<file path="src/rtl/motor_drive_ctrl.sv">
// Multi-channel H-bridge motor controller: per-channel duty ramping,
// dead-time braking on direction reversal and a global obstacle stop.
module motor_drive_ctrl #(
    parameter int N_CH       = 2,
    parameter int PWM_W      = 10,
    parameter int RAMP_DIV   = 1000,
    parameter int RAMP_STEP  = 8,
    parameter int DEAD_TICKS = 4,
    localparam int CH_W      = (N_CH > 1) ? $clog2(N_CH) : 1
) (
    input  logic             clk,
    input  logic             rst,
    input  logic             stop,
    input  logic             cmd_valid,
    output logic             cmd_ready,
    input  logic [CH_W-1:0]  cmd_ch,
    input  logic             cmd_dir,
    input  logic [PWM_W-1:0] cmd_duty,
    output logic [N_CH-1:0]  pwm_en,
    output logic [N_CH-1:0]  in_a,
    output logic [N_CH-1:0]  in_b,
    output logic [N_CH-1:0]  busy
);

    localparam int PRE_W  = (RAMP_DIV > 1) ? $clog2(RAMP_DIV) : 1;
    localparam int DT     = (DEAD_TICKS > 1) ? DEAD_TICKS : 1;
    localparam int DEAD_W = (DT > 1) ? $clog2(DT) : 1;
    localparam int STEP_C = (RAMP_STEP < 2**PWM_W) ? RAMP_STEP : 2**PWM_W;

    localparam logic [PWM_W:0]    STEP      = (PWM_W+1)'(STEP_C);
    localparam logic [PRE_W-1:0]  PRE_LAST  = PRE_W'(RAMP_DIV - 1);
    localparam logic [DEAD_W-1:0] DEAD_LAST = DEAD_W'(DT - 1);

    typedef enum logic [1:0] {
        IDLE  = 2'd0,
        RAMP  = 2'd1,
        RUN   = 2'd2,
        BRAKE = 2'd3
    } state_t;

    logic [PWM_W-1:0] cnt;
    logic [PRE_W-1:0] pre;
    logic             tick;
    logic             accept;

    assign cmd_ready = rst & ~stop;
    assign accept    = cmd_valid & cmd_ready;
    assign tick      = (pre == PRE_LAST);

    always_ff @(posedge clk or negedge rst) begin
        if (!rst) begin
            cnt <= '0;
            pre <= '0;
        end else begin
            cnt <= cnt + 1'b1;
            pre <= tick ? '0 : pre + 1'b1;
        end
    end

    for (genvar i = 0; i < N_CH; i++) begin : g_ch
        state_t            st;
        state_t            st_n;
        logic [PWM_W-1:0]  cur;
        logic [PWM_W-1:0]  cur_n;
        logic [PWM_W-1:0]  tgt;
        logic [PWM_W-1:0]  tgt_n;
        logic [PWM_W-1:0]  aim;
        logic [PWM_W-1:0]  step_v;
        logic [PWM_W:0]    up;
        logic [PWM_W:0]    dn;
        logic [DEAD_W-1:0] dead;
        logic [DEAD_W-1:0] dead_n;
        logic              cdir;
        logic              cdir_n;
        logic              tdir;
        logic              tdir_n;
        logic              hit;
        logic              pwm_q;
        logic              out_a;
        logic              out_b;
        logic              out_busy;

        assign hit = accept && (cmd_ch == CH_W'(i));

        always_ff @(posedge clk or negedge rst) begin
            if (!rst) begin
                st   <= IDLE;
                cur  <= '0;
                tgt  <= '0;
                dead <= '0;
                cdir <= 1'b1;
                tdir <= 1'b1;
            end else begin
                st   <= st_n;
                cur  <= cur_n;
                tgt  <= tgt_n;
                dead <= dead_n;
                cdir <= cdir_n;
                tdir <= tdir_n;
            end
        end

        // A pending reversal ramps toward zero before the brake phase.
        always_comb begin
            aim = (tdir != cdir) ? '0 : tgt;
            up  = {1'b0, cur} + STEP;
            dn  = {1'b0, cur} - STEP;
            if ({1'b0, cur} < {1'b0, aim})
                step_v = (up >= {1'b0, aim}) ? aim : up[PWM_W-1:0];
            else
                step_v = ({1'b0, cur} <= {1'b0, aim} + STEP) ? aim : dn[PWM_W-1:0];
        end

        always_comb begin
            st_n   = st;
            cur_n  = cur;
            tgt_n  = tgt;
            tdir_n = tdir;
            cdir_n = cdir;
            dead_n = dead;
            if (stop) begin
                st_n   = BRAKE;
                cur_n  = '0;
                tgt_n  = '0;
                dead_n = '0;
            end else begin
                if (hit) begin
                    tgt_n  = cmd_duty;
                    tdir_n = cmd_dir;
                end
                unique case (st)
                    IDLE: begin
                        if (hit && cmd_duty != '0) begin
                            cdir_n = cmd_dir;
                            st_n   = RAMP;
                        end else if (tgt != '0) begin
                            cdir_n = tdir;
                            st_n   = RAMP;
                        end
                    end
                    RAMP: begin
                        if (tick) begin
                            cur_n = step_v;
                            if (step_v == aim) begin
                                if (tdir != cdir) begin
                                    st_n   = BRAKE;
                                    dead_n = '0;
                                end else if (tgt == '0) begin
                                    st_n = IDLE;
                                end else begin
                                    st_n = RUN;
                                end
                            end
                        end
                    end
                    RUN: begin
                        if (tgt != cur || tdir != cdir)
                            st_n = RAMP;
                    end
                    BRAKE: begin
                        if (tick) begin
                            if (dead == DEAD_LAST) begin
                                dead_n = '0;
                                if (tgt != '0) begin
                                    cdir_n = tdir;
                                    st_n   = RAMP;
                                end else begin
                                    st_n = IDLE;
                                end
                            end else begin
                                dead_n = dead + 1'b1;
                            end
                        end
                    end
                endcase
            end
        end

        always_comb begin
            out_a    = 1'b0;
            out_b    = 1'b0;
            out_busy = 1'b0;
            unique case (st)
                IDLE: ;
                RAMP: begin
                    out_a    = cdir;
                    out_b    = ~cdir;
                    out_busy = 1'b1;
                end
                RUN: begin
                    out_a = cdir;
                    out_b = ~cdir;
                end
                BRAKE: out_busy = 1'b1;
            endcase
        end

        always_ff @(posedge clk or negedge rst) begin
            if (!rst)
                pwm_q <= 1'b0;
            else
                pwm_q <= (cur > cnt);
        end

        assign pwm_en[i] = pwm_q;
        assign in_a[i]   = out_a;
        assign in_b[i]   = out_b;
        assign busy[i]   = out_busy;
    end

endmodule

</file>
<file path="config.mk">
export PLATFORM = sky130hd
export DESIGN_NAME = motor_drive_ctrl
export DESIGN_NICKNAME = d
export VERILOG_FILES = /design/src/rtl/motor_drive_ctrl.sv
export SDC_FILE = /design/constraint.sdc
export NUM_CORES = 1
export LEC_CHECK = 0
export ABC_AREA = 1
export CELL_PAD_IN_SITES_DETAIL_PLACEMENT = 1
export CELL_PAD_IN_SITES_GLOBAL_PLACEMENT = 1
export CORE_MARGIN = 2
export CORE_UTILIZATION = 45
export DETAILED_ROUTE_END_ITERATION = 12
export GPL_ROUTABILITY_DRIVEN = 0
export PLACE_DENSITY = 0.81
export REMOVE_ABC_BUFFERS = 1
export SETUP_SLACK_MARGIN = 0.4
export SKIP_CTS_REPAIR_TIMING = 1
export SYNTH_ARGS = -nofsm -noshare
export SYNTH_HDL_FRONTEND = slang
export SYNTH_SLANG_ARGS = --single-unit
export TNS_END_PERCENT = 50
</file>
<file path="constraint.sdc">
create_clock -name clk -period 7.6 [get_ports clk]
set_input_delay 1.52 -clock clk [delete_from_list [all_inputs] [get_ports clk]]
set_output_delay 1.52 -clock clk [all_outputs]
set_load 0.005 [all_outputs]
</file>
==> out/summary.md <==
• 0.2308 — area fraction of the dominant cell type after synthesis
• 0 — Synth Warn #
• 1237 — NumNets Final
• 0.01652 sq mm — Std-Cell Core Area
• 49 — number of library cell types mapped by synthesis
• simple AND/OR/NAND/NOR gates — main combinational cell family by area after synthesis
• 4653 ps — minimum clock period after layout
• 6 — first-pass detailed-route iteration total
• register — element type at the critical path end
• 476 — DR iter-0 viols
• g_ch[0].st[1] — reg-to-reg endpoint
• 4890 ps — signal arrival time at the worst endpoint
• 0 — number of enable-type register cells in the synthesized netlist
• 0.4594 — Starting Density
• 2253 — count of fill cells added during filler insertion
• 0 ps — TNS Setup
• 1.000 — Post-synth ARST share
• 13 — Max FO, Critical Path
• 25 — number of top-level pins
• dfrtp_1, nand2_1, ha_1, nand3_1, inv_1 — largest cells by area after synthesis
• 0.2825 — combined global-route utilization of all metal layers
• dfrtp_1 — cell taking the most area after synthesis
• 2950 ps — reg-to-reg setup timing slack
• 74 — post-synthesis sequential element count
• 0.2446 — fraction of the yosys area taken by sequential cells
• 39940 microns — first-pass GRT wire length
• 24 — count of input and output buffers
• 0 — Pins Over Slew Limit
• 2 — maximum buffer depth of the clock tree
• 155.3 uV — largest vdd supply drop
• 350 ps — insertion delay of the later-clocked pin in the worst-skew pair
• 0 — mux share of post-synthesis cell area
• 472.6 ps — Hold Slack
• 0 — grt ovf
• 9.022 ps — final worst clock skew
• 0.1418 — fraction of the mapped netlist area in adder cells
• 0 — final antenna-violating net count
• 24680 microns — aggregate routed wire length
• 3 — # H-tree levels
• 0.04615 — fraction of synthesized cell area in xor and xnor cells
• clkbuf_16 — cell chosen for the clock root
• nand2_1, inv_1, nand3_1 — Synth top cells by count
• no — setup repair after global routing missed its margin
• 7840 ps — Data required, critical path
• 0 — number of antenna violations at the first check in global routing
• 0 — number of endpoints with negative hold slack in the final report
• 1122 ps — transition at the pin with the smallest max-transition slack
• g_ch[0].cdir — beginning of the worst register-to-register path
• 0 — Max Cap Viol
• 133.9 microns — Die Height
• 0.01792 sq mm — full die area
• 0 — Remaining DRCs
• 0 — antenna cells
• 7738 — vias in the first global route
• g_ch[0].st[1] — end point of the critical path
• 47 — Placement Rows
• 0.05439 — fraction of layout instances using a drive strength above 1
• 133.9 microns — Die X
• 0.2520 — relative slew slack
• 74 — # clock sinks
• register — kind of launch point of the worst setup path
• g_ch[0].cdir — Critical Path Start
• 18.15 microns — WL/cell
• 6.730 sq um — mean post-synth cell area
• register to register — category of the critical setup timing path
• 0.6122 — final cycle utilization of the critical path
• 60 ps — Worst-path clk slew
• 8.719% — layout-stage area growth over the synthesis result
• dfrtp_1 — leading register cell type out of synthesis
• 0.1195 — compound-cell area share of the yosys netlist
• 0.007591 sq mm — post-synthesis instance area
• 9 — number of clock buffers inserted by TritonCTS
• 52 — maximum number of pins on one net before global-route repair
• 180.5 mW/mm^2 — cell area power density
• 7662 — total via count in the routed design
• 214.9 MHz — maximum frequency from static timing analysis
• nand2_1 — most numerous cell in the Yosys netlist
• 18680 microns — estimated wirelength of the detail-placed design
• 25 — depth of the worst register-to-register path
• register to register — classification of the worst-slack hold path
• complete, no violations — status
• 1128 — synthesized instance count
• 0.004257 uW — static leakage
• 0 — final setup fails
• 5.634 — routed vias/inst
• 0.3450 — post-synthesis share of cell area spent on and, or, nand and nor gates
• done — TritonCTS clock tree
==> worst min path at each step <==
stage	to	from	cells after the start	slack [ps]
finish	cnt[9]	cnt[9]	1	470
global route	cnt[9]	cnt[9]	1	490
CTS	cnt[9]	cnt[9]	1	470
detailed placement	cnt[9]	cnt[9]	1	470
global placement	cnt[9]	cnt[9]	1	460
floorplan	cnt[9]	cnt[9]	1	440
==> cell type report <==
class                           instances  area, sq um  share of cell area
Tap cell                              220        275.3             0.03335
Clock inverter                          5        62.56            0.007580
Clock buffer                           11        252.7             0.03062
Multi-Input combinational cell        865         4952              0.6001
Inverter                              158        593.1             0.07186
Timing Repair Buffer                   27        260.3             0.03153
Sequential cell                        74         1857              0.2250
==> flip-flops by register name, summed over array words and instances, names as in the netlist <==
register    flops
cnt            10
g_ch.cdir       2
g_ch.cur       20
g_ch.dead       4
g_ch.pwm_q      2
g_ch.st         4
g_ch.tdir       2
g_ch.tgt       20
pre            10
==> per-layer routing <==
metal	GRT usage	vias to the layer above	part of all wire
met5	0	-	0
met4	0.06974	0	0.016
met3	0.04422	41	0.054
met2	0.4650	192	0.46
met1	0.3899	3705	0.47
li1	-	3724	-
==> critical path, cell delays in order, from the launching register on <==
cell	delay [ps]
dfstp_2	580
nand2_1	100
nand2_4	130
inv_2	110
nor2_1	360
ha_1	270
nand3_1	120
nor3_1	230
xor2_1	170
ha_1	260
nand3_1	110
nor3_1	70
a21oi_2	490
nand2_2	320
nand2_1	170
nand3_1	100
nand2_1	120
nand2_1	50
nand2_1	60
nand3_1	70
nor2_1	160
nand2_1	110
nand2_2	120
nand2_1	90
nand2_1	90
nand2_1	60
==> logic make-up after synthesis <==
| family | Yosys count |
|---|---|
| XOR/XNOR | 40 |
| adder cells (fa/ha/maj) | 86 |
| buffers and inverters | 189 |
| AO/OA/AOI/OAI | 153 |
| AND/OR/NAND/NOR | 586 |
| flip-flops | 74 |
==> power by group <==
| part | internal, uW | total, uW | switching (uW) | leakage (uW) |
|---|---|---|---|---|
| sequential | 425 | 454 | 28.2 | 0.000978 |
| clock | 274 | 464 | 190 | 0.000148 |
| combinational | 206 | 573 | 367 | 0.00313 |
| total | 905 | 1490 | 585 | 0.00426 |
==> through the flow <==
step / instance area, sq um / instances / power [uW] / utilization / setup slack (ps)
3_5_place_dp: 7938 / 1344 / 1025 / 0.4804 / 3088
6_report: 8253 / 1360 / 1490 / 0.4994 / 2947
4_1_cts: 8253 / 1360 / 1497 / 0.4994 / 3056
3_3_place_gp: 7938 / 1344 / 1009 / 0.4804 / 3227
5_1_grt: 8253 / 1360 / 1586 / 0.4994 / 2636
2_1_floorplan: 7402 / 1097 / 833.6 / - / 3962
==> cell usage in the layout, fill, tap and decap left out, drive strengths merged, types with 8 or more instances in the layout <==
cell / n
nor2: 95
a21oi: 40
nand2: 307
dfrtp: 70
inv: 157
o211ai: 8
clkbuf: 11
ha: 86
nand3: 129
o22ai: 8
o21ai: 72
nand3b: 12
clkdlybuf4s50: 23
nand4: 20
nor3: 15
xor2: 35
Note: power is estimated with default switching activity, not from simulation.
